`src/rtl/uart_pkg.sv`:
```
// Shared register layouts, address map and interrupt identification codes
// for the 16550-style UART register block.
package uart_pkg;

  localparam logic [2:0] ADDR_RBR_THR = 3'd0;
  localparam logic [2:0] ADDR_IER     = 3'd1;
  localparam logic [2:0] ADDR_IIR_FCR = 3'd2;
  localparam logic [2:0] ADDR_LCR     = 3'd3;
  localparam logic [2:0] ADDR_MCR     = 3'd4;
  localparam logic [2:0] ADDR_LSR     = 3'd5;
  localparam logic [2:0] ADDR_MSR     = 3'd6;
  localparam logic [2:0] ADDR_SCR     = 3'd7;
  localparam logic [2:0] ADDR_DLL     = 3'd0;
  localparam logic [2:0] ADDR_DLM     = 3'd1;

  localparam logic [3:0] IIR_RLS  = 4'h6;
  localparam logic [3:0] IIR_RDA  = 4'h4;
  localparam logic [3:0] IIR_CTO  = 4'hC;
  localparam logic [3:0] IIR_THRE = 4'h2;
  localparam logic [3:0] IIR_MSR  = 4'h0;
  localparam logic [3:0] IIR_NONE = 4'h1;

  typedef struct packed {
    logic       dlab;
    logic       brk;
    logic       stick;
    logic       eps;
    logic       pen;
    logic       stb;
    logic [1:0] wls;
  } lcr_t;

  typedef struct packed {
    logic [1:0] trig;
    logic [1:0] rsvd;
    logic       dma;
    logic       txr;
    logic       rxr;
    logic       en;
  } fcr_t;

  typedef struct packed {
    logic err;
    logic temt;
    logic thre;
    logic bi;
    logic fe;
    logic pe;
    logic oe;
    logic dr;
  } lsr_t;

  typedef struct packed {
    logic edssi;
    logic elsi;
    logic etbei;
    logic erbfi;
  } ier_t;

  typedef struct packed {
    logic dcd;
    logic ri;
    logic dsr;
    logic cts;
    logic ddcd;
    logic teri;
    logic ddsr;
    logic dcts;
  } msr_t;

  // RX trigger level scaled to the FIFO depth; 0 while the FIFO is disabled.
  function automatic int rx_trigger_level(input fcr_t f, input int depth);
    if (!f.en) return 0;
    case (f.trig)
      2'b00:   return 1;
      2'b01:   return depth / 4;
      2'b10:   return depth / 2;
      default: return depth - 2;
    endcase
  endfunction

endpackage

```
`src/rtl/uart_regs_irq_if.sv`:
```
// CPU-side register bus of the UART: single-cycle strobes, 3-bit address,
// registered read data.
interface uart_regs_irq_if;
  logic       wr_i;
  logic       rd_i;
  logic [2:0] addr_i;
  logic [7:0] din_i;
  logic [7:0] dout_o;

  modport master (output wr_i, rd_i, addr_i, din_i, input dout_o);
  modport slave  (input wr_i, rd_i, addr_i, din_i, output dout_o);
endinterface

```
`src/rtl/uart_baud_gen.sv`:
```
// Divisor latch and baud down-counter; emits a one-cycle tick every DL+1
// clocks, none while DL is zero.
module uart_baud_gen #(
  parameter int DIV_W = 16
) (
  input  logic             clk,
  input  logic             rst,
  input  logic             dll_we,
  input  logic             dlm_we,
  input  logic [7:0]       din,
  output logic [DIV_W-1:0] dl,
  output logic             baud_out
);

  logic [DIV_W-1:0] dl_reg;
  logic [DIV_W-1:0] dl_next;
  logic [DIV_W-1:0] cnt_reg;
  logic             dl_we;

  assign dl_we = dll_we | dlm_we;
  assign dl    = dl_reg;

  always_comb begin
    dl_next = dl_reg;
    if (dll_we) dl_next[7:0] = din;
    if (dlm_we) dl_next[DIV_W-1:8] = din[DIV_W-9:0];
  end

  always_ff @(posedge clk) begin
    if (!rst) begin
      dl_reg   <= '0;
      cnt_reg  <= '0;
      baud_out <= 1'b0;
    end else begin
      dl_reg <= dl_next;
      // A divisor write restarts the period from the new value.
      if (dl_we)
        cnt_reg <= dl_next;
      else if (cnt_reg == '0)
        cnt_reg <= dl_reg;
      else
        cnt_reg <= cnt_reg - DIV_W'(1);
      baud_out <= (cnt_reg == '0) && (dl_reg != '0) && !dl_we;
    end
  end

endmodule

```
`src/rtl/uart_regs_irq.sv`:
```
// 16550-style register file: address decode, FIFO strobes, sticky line
// status, modem status deltas, RX character timeout and prioritised IIR/irq.
module uart_regs_irq
  import uart_pkg::*;
#(
  parameter int FIFO_DEPTH    = 16,
  parameter int DIV_W         = 16,
  parameter int TIMEOUT_TICKS = 640,
  parameter int CW            = $clog2(FIFO_DEPTH + 1)
) (
  input  logic            clk,
  input  logic            rst,
  uart_regs_irq_if.slave  bus,
  output logic            tx_push_o,
  output logic            rx_pop_o,
  input  logic [7:0]      rx_fifo_in,
  input  logic [CW-1:0]   rx_fifo_count_i,
  input  logic            rx_push_i,
  input  logic            tx_fifo_empty_i,
  input  logic            tx_shift_empty_i,
  input  logic            rx_oe,
  input  logic            rx_pe,
  input  logic            rx_fe,
  input  logic            rx_bi,
  input  logic            cts_n_i,
  input  logic            dsr_n_i,
  input  logic            dcd_n_i,
  input  logic            ri_n_i,
  output logic            baud_out,
  output logic            tx_rst,
  output logic            rx_rst,
  output logic [CW-1:0]   rx_fifo_threshold,
  output logic [7:0]      lcr_o,
  output logic [4:0]      mcr_o,
  output logic            irq_o
);

  localparam int TO_W = $clog2(TIMEOUT_TICKS + 1);

  lcr_t             lcr_reg;
  ier_t             ier_reg;
  fcr_t             fcr_reg;
  logic [4:0]       mcr_reg;
  logic [7:0]       scr_reg;
  logic [3:0]       err_reg;         // {bi, fe, pe, oe}
  logic [TO_W-1:0]  to_cnt_reg;
  logic             to_pend_reg;
  logic             thre_pend_reg;
  logic             tx_empty_prev_reg;
  logic [3:0]       modem_prev_reg;  // {dcd, ri, dsr, cts}
  logic [3:0]       delta_reg;       // {ddcd, teri, ddsr, dcts}

  logic [DIV_W-1:0] dl;
  logic             dlab;
  logic             rx_nonempty;
  logic             rda;
  logic             wr_thr, wr_ier, wr_dll, wr_dlm, wr_fcr, wr_lcr, wr_mcr, wr_scr;
  logic             rd_iir, rd_lsr, rd_msr;
  logic [3:0]       err_evt;
  logic [3:0]       modem_now;
  logic [3:0]       delta_evt;
  logic [3:0]       iir_id;
  logic [7:0]       iir;
  logic [7:0]       rd_data;
  lsr_t             lsr;
  msr_t             msr;

  assign dlab   = lcr_reg.dlab;
  assign wr_thr = bus.wr_i && bus.addr_i == ADDR_RBR_THR && !dlab;
  assign wr_ier = bus.wr_i && bus.addr_i == ADDR_IER && !dlab;
  assign wr_dll = bus.wr_i && bus.addr_i == ADDR_DLL && dlab;
  assign wr_dlm = bus.wr_i && bus.addr_i == ADDR_DLM && dlab;
  assign wr_fcr = bus.wr_i && bus.addr_i == ADDR_IIR_FCR;
  assign wr_lcr = bus.wr_i && bus.addr_i == ADDR_LCR;
  assign wr_mcr = bus.wr_i && bus.addr_i == ADDR_MCR;
  assign wr_scr = bus.wr_i && bus.addr_i == ADDR_SCR;
  assign rd_iir = bus.rd_i && bus.addr_i == ADDR_IIR_FCR;
  assign rd_lsr = bus.rd_i && bus.addr_i == ADDR_LSR;
  assign rd_msr = bus.rd_i && bus.addr_i == ADDR_MSR;

  assign tx_push_o = wr_thr;
  assign rx_pop_o  = bus.rd_i && bus.addr_i == ADDR_RBR_THR && !dlab;

  assign lcr_o             = lcr_reg;
  assign mcr_o             = mcr_reg;
  assign rx_fifo_threshold = CW'(rx_trigger_level(fcr_reg, FIFO_DEPTH));
  assign rx_nonempty       = rx_fifo_count_i != '0;
  assign rda               = rx_nonempty && (rx_fifo_count_i >= rx_fifo_threshold);
  assign err_evt           = {rx_bi, rx_fe, rx_pe, rx_oe};

  uart_baud_gen #(.DIV_W(DIV_W)) u_baud_gen (
    .clk      (clk),
    .rst      (rst),
    .dll_we   (wr_dll),
    .dlm_we   (wr_dlm),
    .din      (bus.din_i),
    .dl       (dl),
    .baud_out (baud_out)
  );

  // Loopback routes RTS/DTR/OUT1/OUT2 onto CTS/DSR/RI/DCD.
  always_comb begin
    if (mcr_reg[4])
      modem_now = {mcr_reg[3], mcr_reg[2], mcr_reg[0], mcr_reg[1]};
    else
      modem_now = {~dcd_n_i, ~ri_n_i, ~dsr_n_i, ~cts_n_i};
  end

  assign delta_evt = {modem_now[3] ^ modem_prev_reg[3],
                      modem_prev_reg[2] & ~modem_now[2],
                      modem_now[1] ^ modem_prev_reg[1],
                      modem_now[0] ^ modem_prev_reg[0]};
  assign msr = msr_t'({modem_now, delta_reg});

  always_comb begin
    lsr      = '0;
    lsr.dr   = rx_nonempty;
    lsr.oe   = err_reg[0];
    lsr.pe   = err_reg[1];
    lsr.fe   = err_reg[2];
    lsr.bi   = err_reg[3];
    lsr.thre = tx_fifo_empty_i;
    lsr.temt = tx_fifo_empty_i & tx_shift_empty_i;
    lsr.err  = |err_reg[3:1];
  end

  always_comb begin
    iir_id = IIR_NONE;
    if (ier_reg.elsi && |err_reg)
      iir_id = IIR_RLS;
    else if (ier_reg.erbfi && rda)
      iir_id = IIR_RDA;
    else if (ier_reg.erbfi && to_pend_reg)
      iir_id = IIR_CTO;
    else if (ier_reg.etbei && thre_pend_reg)
      iir_id = IIR_THRE;
    else if (ier_reg.edssi && |delta_reg)
      iir_id = IIR_MSR;
    iir = {{2{fcr_reg.en}}, 2'b00, iir_id};
  end

  always_comb begin
    rd_data = '0;
    case (bus.addr_i)
      ADDR_RBR_THR: rd_data = dlab ? dl[7:0] : rx_fifo_in;
      ADDR_IER:     rd_data = dlab ? 8'(dl >> 8) : {4'b0000, ier_reg};
      ADDR_IIR_FCR: rd_data = iir;
      ADDR_LCR:     rd_data = lcr_reg;
      ADDR_MCR:     rd_data = {3'b000, mcr_reg};
      ADDR_LSR:     rd_data = lsr;
      ADDR_MSR:     rd_data = msr;
      default:      rd_data = scr_reg;
    endcase
  end

  always_ff @(posedge clk) begin
    if (!rst) begin
      lcr_reg           <= '0;
      ier_reg           <= '0;
      fcr_reg           <= '0;
      mcr_reg           <= '0;
      scr_reg           <= '0;
      err_reg           <= '0;
      to_cnt_reg        <= '0;
      to_pend_reg       <= 1'b0;
      thre_pend_reg     <= 1'b0;
      tx_empty_prev_reg <= 1'b1;
      modem_prev_reg    <= '0;
      delta_reg         <= '0;
      tx_rst            <= 1'b0;
      rx_rst            <= 1'b0;
      irq_o             <= 1'b0;
      bus.dout_o        <= '0;
    end else begin
      if (wr_ier) ier_reg <= ier_t'(bus.din_i[3:0]);
      if (wr_fcr) fcr_reg <= fcr_t'(bus.din_i & 8'hF9);
      if (wr_lcr) lcr_reg <= lcr_t'(bus.din_i);
      if (wr_mcr) mcr_reg <= bus.din_i[4:0];
      if (wr_scr) scr_reg <= bus.din_i;
      rx_rst <= wr_fcr && bus.din_i[1];
      tx_rst <= wr_fcr && bus.din_i[2];

      // Read-to-clear status: an event in the read cycle survives the clear.
      err_reg        <= (rd_lsr ? 4'b0000 : err_reg) | err_evt;
      delta_reg      <= (rd_msr ? 4'b0000 : delta_reg) | delta_evt;
      modem_prev_reg <= modem_now;

      tx_empty_prev_reg <= tx_fifo_empty_i;
      if ((tx_fifo_empty_i && !tx_empty_prev_reg) ||
          (wr_ier && bus.din_i[1] && !ier_reg.etbei && tx_fifo_empty_i))
        thre_pend_reg <= 1'b1;
      else if (wr_thr || (rd_iir && iir_id == IIR_THRE))
        thre_pend_reg <= 1'b0;

      if (rx_push_i || rx_pop_o || !rx_nonempty || !fcr_reg.en)
        to_cnt_reg <= '0;
      else if (baud_out && to_cnt_reg != TO_W'(TIMEOUT_TICKS))
        to_cnt_reg <= to_cnt_reg + TO_W'(1);

      if (rx_push_i || rx_pop_o || !rx_nonempty)
        to_pend_reg <= 1'b0;
      else if (to_cnt_reg == TO_W'(TIMEOUT_TICKS))
        to_pend_reg <= 1'b1;

      irq_o <= !iir[0];
      if (bus.rd_i) bus.dout_o <= rd_data;
    end
  end

endmodule
```
`src/flat_wrapper.sv`:
```
// flat-port wrapper written by rule: the top's interface ports become plain ports
module uart_regs_irq_flat import uart_pkg::*;
#(
  parameter int FIFO_DEPTH    = 16,
  parameter int DIV_W         = 16,
  parameter int TIMEOUT_TICKS = 640,
  parameter int CW            = $clog2(FIFO_DEPTH + 1)
)
  (clk, rst, tx_push_o, rx_pop_o, rx_fifo_in, rx_fifo_count_i, rx_push_i, tx_fifo_empty_i, tx_shift_empty_i, rx_oe, rx_pe, rx_fe, rx_bi, cts_n_i, dsr_n_i, dcd_n_i, ri_n_i, baud_out, tx_rst, rx_rst, rx_fifo_threshold, lcr_o, mcr_o, irq_o, bus_wr_i, bus_rd_i, bus_addr_i, bus_din_i, bus_dout_o);
  uart_regs_irq_if bus_i ();
  input  logic clk;
  input  logic rst;
  output logic tx_push_o;
  output logic rx_pop_o;
  input  logic [7:0] rx_fifo_in;
  input  logic [CW-1:0] rx_fifo_count_i;
  input  logic rx_push_i;
  input  logic tx_fifo_empty_i;
  input  logic tx_shift_empty_i;
  input  logic rx_oe;
  input  logic rx_pe;
  input  logic rx_fe;
  input  logic rx_bi;
  input  logic cts_n_i;
  input  logic dsr_n_i;
  input  logic dcd_n_i;
  input  logic ri_n_i;
  output logic baud_out;
  output logic tx_rst;
  output logic rx_rst;
  output logic [CW-1:0] rx_fifo_threshold;
  output logic [7:0] lcr_o;
  output logic [4:0] mcr_o;
  output logic irq_o;
  input wire logic [$bits(bus_i.wr_i)-1:0] bus_wr_i;
  input wire logic [$bits(bus_i.rd_i)-1:0] bus_rd_i;
  input wire logic [$bits(bus_i.addr_i)-1:0] bus_addr_i;
  input wire logic [$bits(bus_i.din_i)-1:0] bus_din_i;
  output wire logic [$bits(bus_i.dout_o)-1:0] bus_dout_o;
  assign bus_i.wr_i = bus_wr_i;
  assign bus_i.rd_i = bus_rd_i;
  assign bus_i.addr_i = bus_addr_i;
  assign bus_i.din_i = bus_din_i;
  assign bus_dout_o = bus_i.dout_o;
  uart_regs_irq #(.FIFO_DEPTH(FIFO_DEPTH), .DIV_W(DIV_W), .TIMEOUT_TICKS(TIMEOUT_TICKS), .CW(CW)) u_core (.clk(clk), .rst(rst), .bus(bus_i), .tx_push_o(tx_push_o), .rx_pop_o(rx_pop_o), .rx_fifo_in(rx_fifo_in), .rx_fifo_count_i(rx_fifo_count_i), .rx_push_i(rx_push_i), .tx_fifo_empty_i(tx_fifo_empty_i), .tx_shift_empty_i(tx_shift_empty_i), .rx_oe(rx_oe), .rx_pe(rx_pe), .rx_fe(rx_fe), .rx_bi(rx_bi), .cts_n_i(cts_n_i), .dsr_n_i(dsr_n_i), .dcd_n_i(dcd_n_i), .ri_n_i(ri_n_i), .baud_out(baud_out), .tx_rst(tx_rst), .rx_rst(rx_rst), .rx_fifo_threshold(rx_fifo_threshold), .lcr_o(lcr_o), .mcr_o(mcr_o), .irq_o(irq_o));
endmodule
```
`config.mk`:
```
export PLATFORM = sky130hd
export DESIGN_NAME = uart_regs_irq_flat
export DESIGN_NICKNAME = d
export VERILOG_FILES = /design/src/rtl/uart_pkg.sv /design/src/rtl/uart_regs_irq_if.sv /design/src/rtl/uart_baud_gen.sv /design/src/rtl/uart_regs_irq.sv /design/src/flat_wrapper.sv
export SDC_FILE = /design/constraint.sdc
export NUM_CORES = 1
export LEC_CHECK = 0
export BUFFER_PORTS_ARGS = -buffer_cell sky130_fd_sc_hd__buf_4
export CAP_MARGIN = 20
export CORE_MARGIN = 8
export CORE_UTILIZATION = 35
export DETAILED_ROUTE_END_ITERATION = 10
export PLACE_DENSITY_LB_ADDON = 0.08
export SLEW_MARGIN = 0
export SYNTH_ARGS = -nofsm -noshare
export SYNTH_HDL_FRONTEND = slang
export SYNTH_SLANG_ARGS = --single-unit
```
`constraint.sdc`:
```
create_clock -name clk -period 2.1 [get_ports clk]
set_clock_uncertainty 0.05 [all_clocks]
set_input_delay 0.42 -clock clk [delete_from_list [all_inputs] [get_ports clk]]
set_output_delay 0.42 -clock clk [all_outputs]
set_load 0.1 [all_outputs]
```
==> impl_metrics.ini <==
[run_status]
run_status = completed

[grt]
grt_max_degree = 41
grt-ovfl-total = 0
grt_pass1_wl_mm = 27.5
antenna_found_initial = 0
grt_pass1_vias = 4906
grtUsageTotal_pct = 18.9

[logic_synthesis]
synth_common_cells = nand2_1, dfxtp_1, nor2_1
yosysWarnings = 0
ys_top_cells_by_area = dfxtp_1, nand2_1, mux2i_1
synthArstFlopShare_pct = 0
syn-num-nets = 686
synth.most_common_cell = nand2_1
ys_seq_area_share_pct = 37.3
synth_top_area_cell = dfxtp_1
ys_ff_latch = 97
synth_ff_type = dfxtp_1
syn_inst = 639
syn_area_sq_mm = 0.00521
yosysTopAreaCellShare_pct = 37.3
syn_avg_cell_area_sq_um = 8.15
yosysUniqueCellTypes = 62
synth_edf_count = 0

[setup_path]
critPathCaptureType = primary output
rrSetupSlack_ns = 0.13
reg2reg_depth = 7
startpoint_type = input pin
critical_path_class = input pin to primary output
r2r_end = u_core.u_baud_gen.cnt_reg[10]
required_ns = 1.63
critPathMaxFanout = 3
worstPathArrival_ns = 1.52
r2r-start = u_core.u_baud_gen.cnt_reg[0]

[detailed_routing]
antenna_left = 0
drc = 0
drt_first_iter_violations = 296
wl_per_cell_microns = 19.3
drtPass1Iterations = 5
num_vias = 4872
routed_wl_mm = 17.4
viasPerCell = 5.40

[placed_design]
dp_cells = 887
post-place-ws_ns = 0.0370
portBuffers = 69
dpl.hpwl_mm = 12.9
gp_congestion = 0.901

[clock_tree]
hold_buffers = 0
clockBufferDepth = 2
insertion_delay_ns = 0.36
clock-root-buffer = clkbuf_16
h-tree-depth = 3
ctsResizeCount = 0
post_cts_buffers = 0
cts_tree = yes
cts_buffers = 9
cts.sinks = 97
path_clk_slew_ns = 0.07

[floorplan]
coreArea_sq_mm = 0.0145
rows = 44
initial_core_util_pct = 35.8
dieWidth_microns = 138
die_h_microns = 138
io_pins = 71
die-area_sq_mm = 0.0190

[layout]
finish.utilization_pct = 44.5
drive_gt1_share_pct = 20.7
syn_to_final_growth_pct = 24.3
fillCellCount = 1487
regArea_sq_mm = 0.00195
multi_input_area_sq_mm = 0.00309
nets = 761
diodes = 0
finalNonFillerCells = 903

[timing]
fin_crit_ns = 1.99
setup_ws_ns = 0.106
hold_viol_final = 0
slew_violations = 0
fmax_ghz = 0.501
maxSlewHeadroom_pct = 57.5
worst_slew_pin_slew_ns = 0.634
setup_viol = 0
finalCritPeriodShare_pct = 95.0

[pwr]
p_per_area_mw_per_mm2 = 887
power.static_leakage_nw = 2.43
ir_worst_vdd_uv = 455

[worst_hold_path]
hold_path_depth = 3
worst_hold_path_type = input pin to register
hp-start = rx_fe
holdPathEnd = u_core.err_reg[2]

[flow_run]
maxCapViolCount = 0
## power by group
part	switching, W	internal (W)	total [W]
sequential	0.000205	0.00201	0.00222
clock	0.000797	0.000947	0.00174
combinational	0.00103	0.000747	0.00178
## metal layers
layer  share of wire, %  up-vias  global-route usage, %
met5                  0        -                      0
met4                2.5        0                   6.93
met3                4.3       23                   3.77
met2                 47      142                   30.4
met1                 46     2298                   24.5
li1                   -     2409                      -
## cells in the final DEF (no fill, tap or decap), types with 6 or more instances in the layout
| cell | instances |
|---|---|
| dfxtp_1 | 95 |
| nand4_1 | 9 |
| and3_1 | 8 |
| o22ai_1 | 6 |
| and2_1 | 7 |
| o21ai_0 | 34 |
| inv_1 | 17 |
| a21oi_1 | 25 |
| o211ai_1 | 7 |
| nor4_1 | 9 |
| mux2_2 | 8 |
| nor3_1 | 6 |
| ha_1 | 8 |
| buf_4 | 98 |
| clkbuf_16 | 9 |
| a21boi_0 | 32 |
| mux2i_1 | 34 |
| nor2_1 | 43 |
| nand2_1 | 103 |
| o221ai_1 | 6 |
| nor2b_1 | 24 |
| xnor2_1 | 14 |
| nand3_1 | 24 |
## through the flow
stage	hold slack, ns	setup TNS, ns	power, W	instance area, sq um
3_3_place_gp	0.406	0	0.00401	6140
4_1_cts	0.223	0	0.00578	6450
5_1_grt	0.232	-0.00330	0.00609	6470
6_report	0.237	0	0.00574	6470
3_5_place_dp	0.412	0	0.00401	6140
2_1_floorplan	0.391	-5.38	0.00349	5290
## worst max-delay path: stages
cell     delay, ns
buf_4         0.13
or3_4         0.43
nor3b_4       0.27
buf_6         0.26
## layout make-up
cell class	instances	share of cell area, %
sequential	97	30.1
inverter	19	1.22
tap	184	3.56
clock inverter	7	1.31
clock buffer	9	3.48
timing repair buffer	103	12.6
multi-input combinational	484	47.7
## cell families (layout without fill, tap and decap cells)
logic type	count (synthesis)	count (layout)	share of synthesized area, %
AO/OA/AOI/OAI	146	146	18.7
XOR/XNOR	19	19	3.20
adder cells (fa/ha/maj)	8	8	1.92
buffers and inverters	58	138	4.52
flip-flops	97	97	37.3
multiplexers	42	42	8.27
other	1	1	0.0720
AND/OR/NAND/NOR	268	268	26.0
## worst max-delay path by stage
stage / start / end / depth (start not counted)
2_1_floorplan: u_core.fcr_reg[0] / u_core.thre_pend_reg / 7
3_3_place_gp: bus_addr_i[0] / rx_pop_o / 4
3_5_place_dp: bus_addr_i[0] / rx_pop_o / 4
4_1_cts: u_core.dlab / rx_pop_o / 3
5_1_grt: u_core.fcr_reg[0] / u_core.thre_pend_reg / 9
6_report: bus_addr_i[0] / rx_pop_o / 4
(Power assumes the default switching activity.)
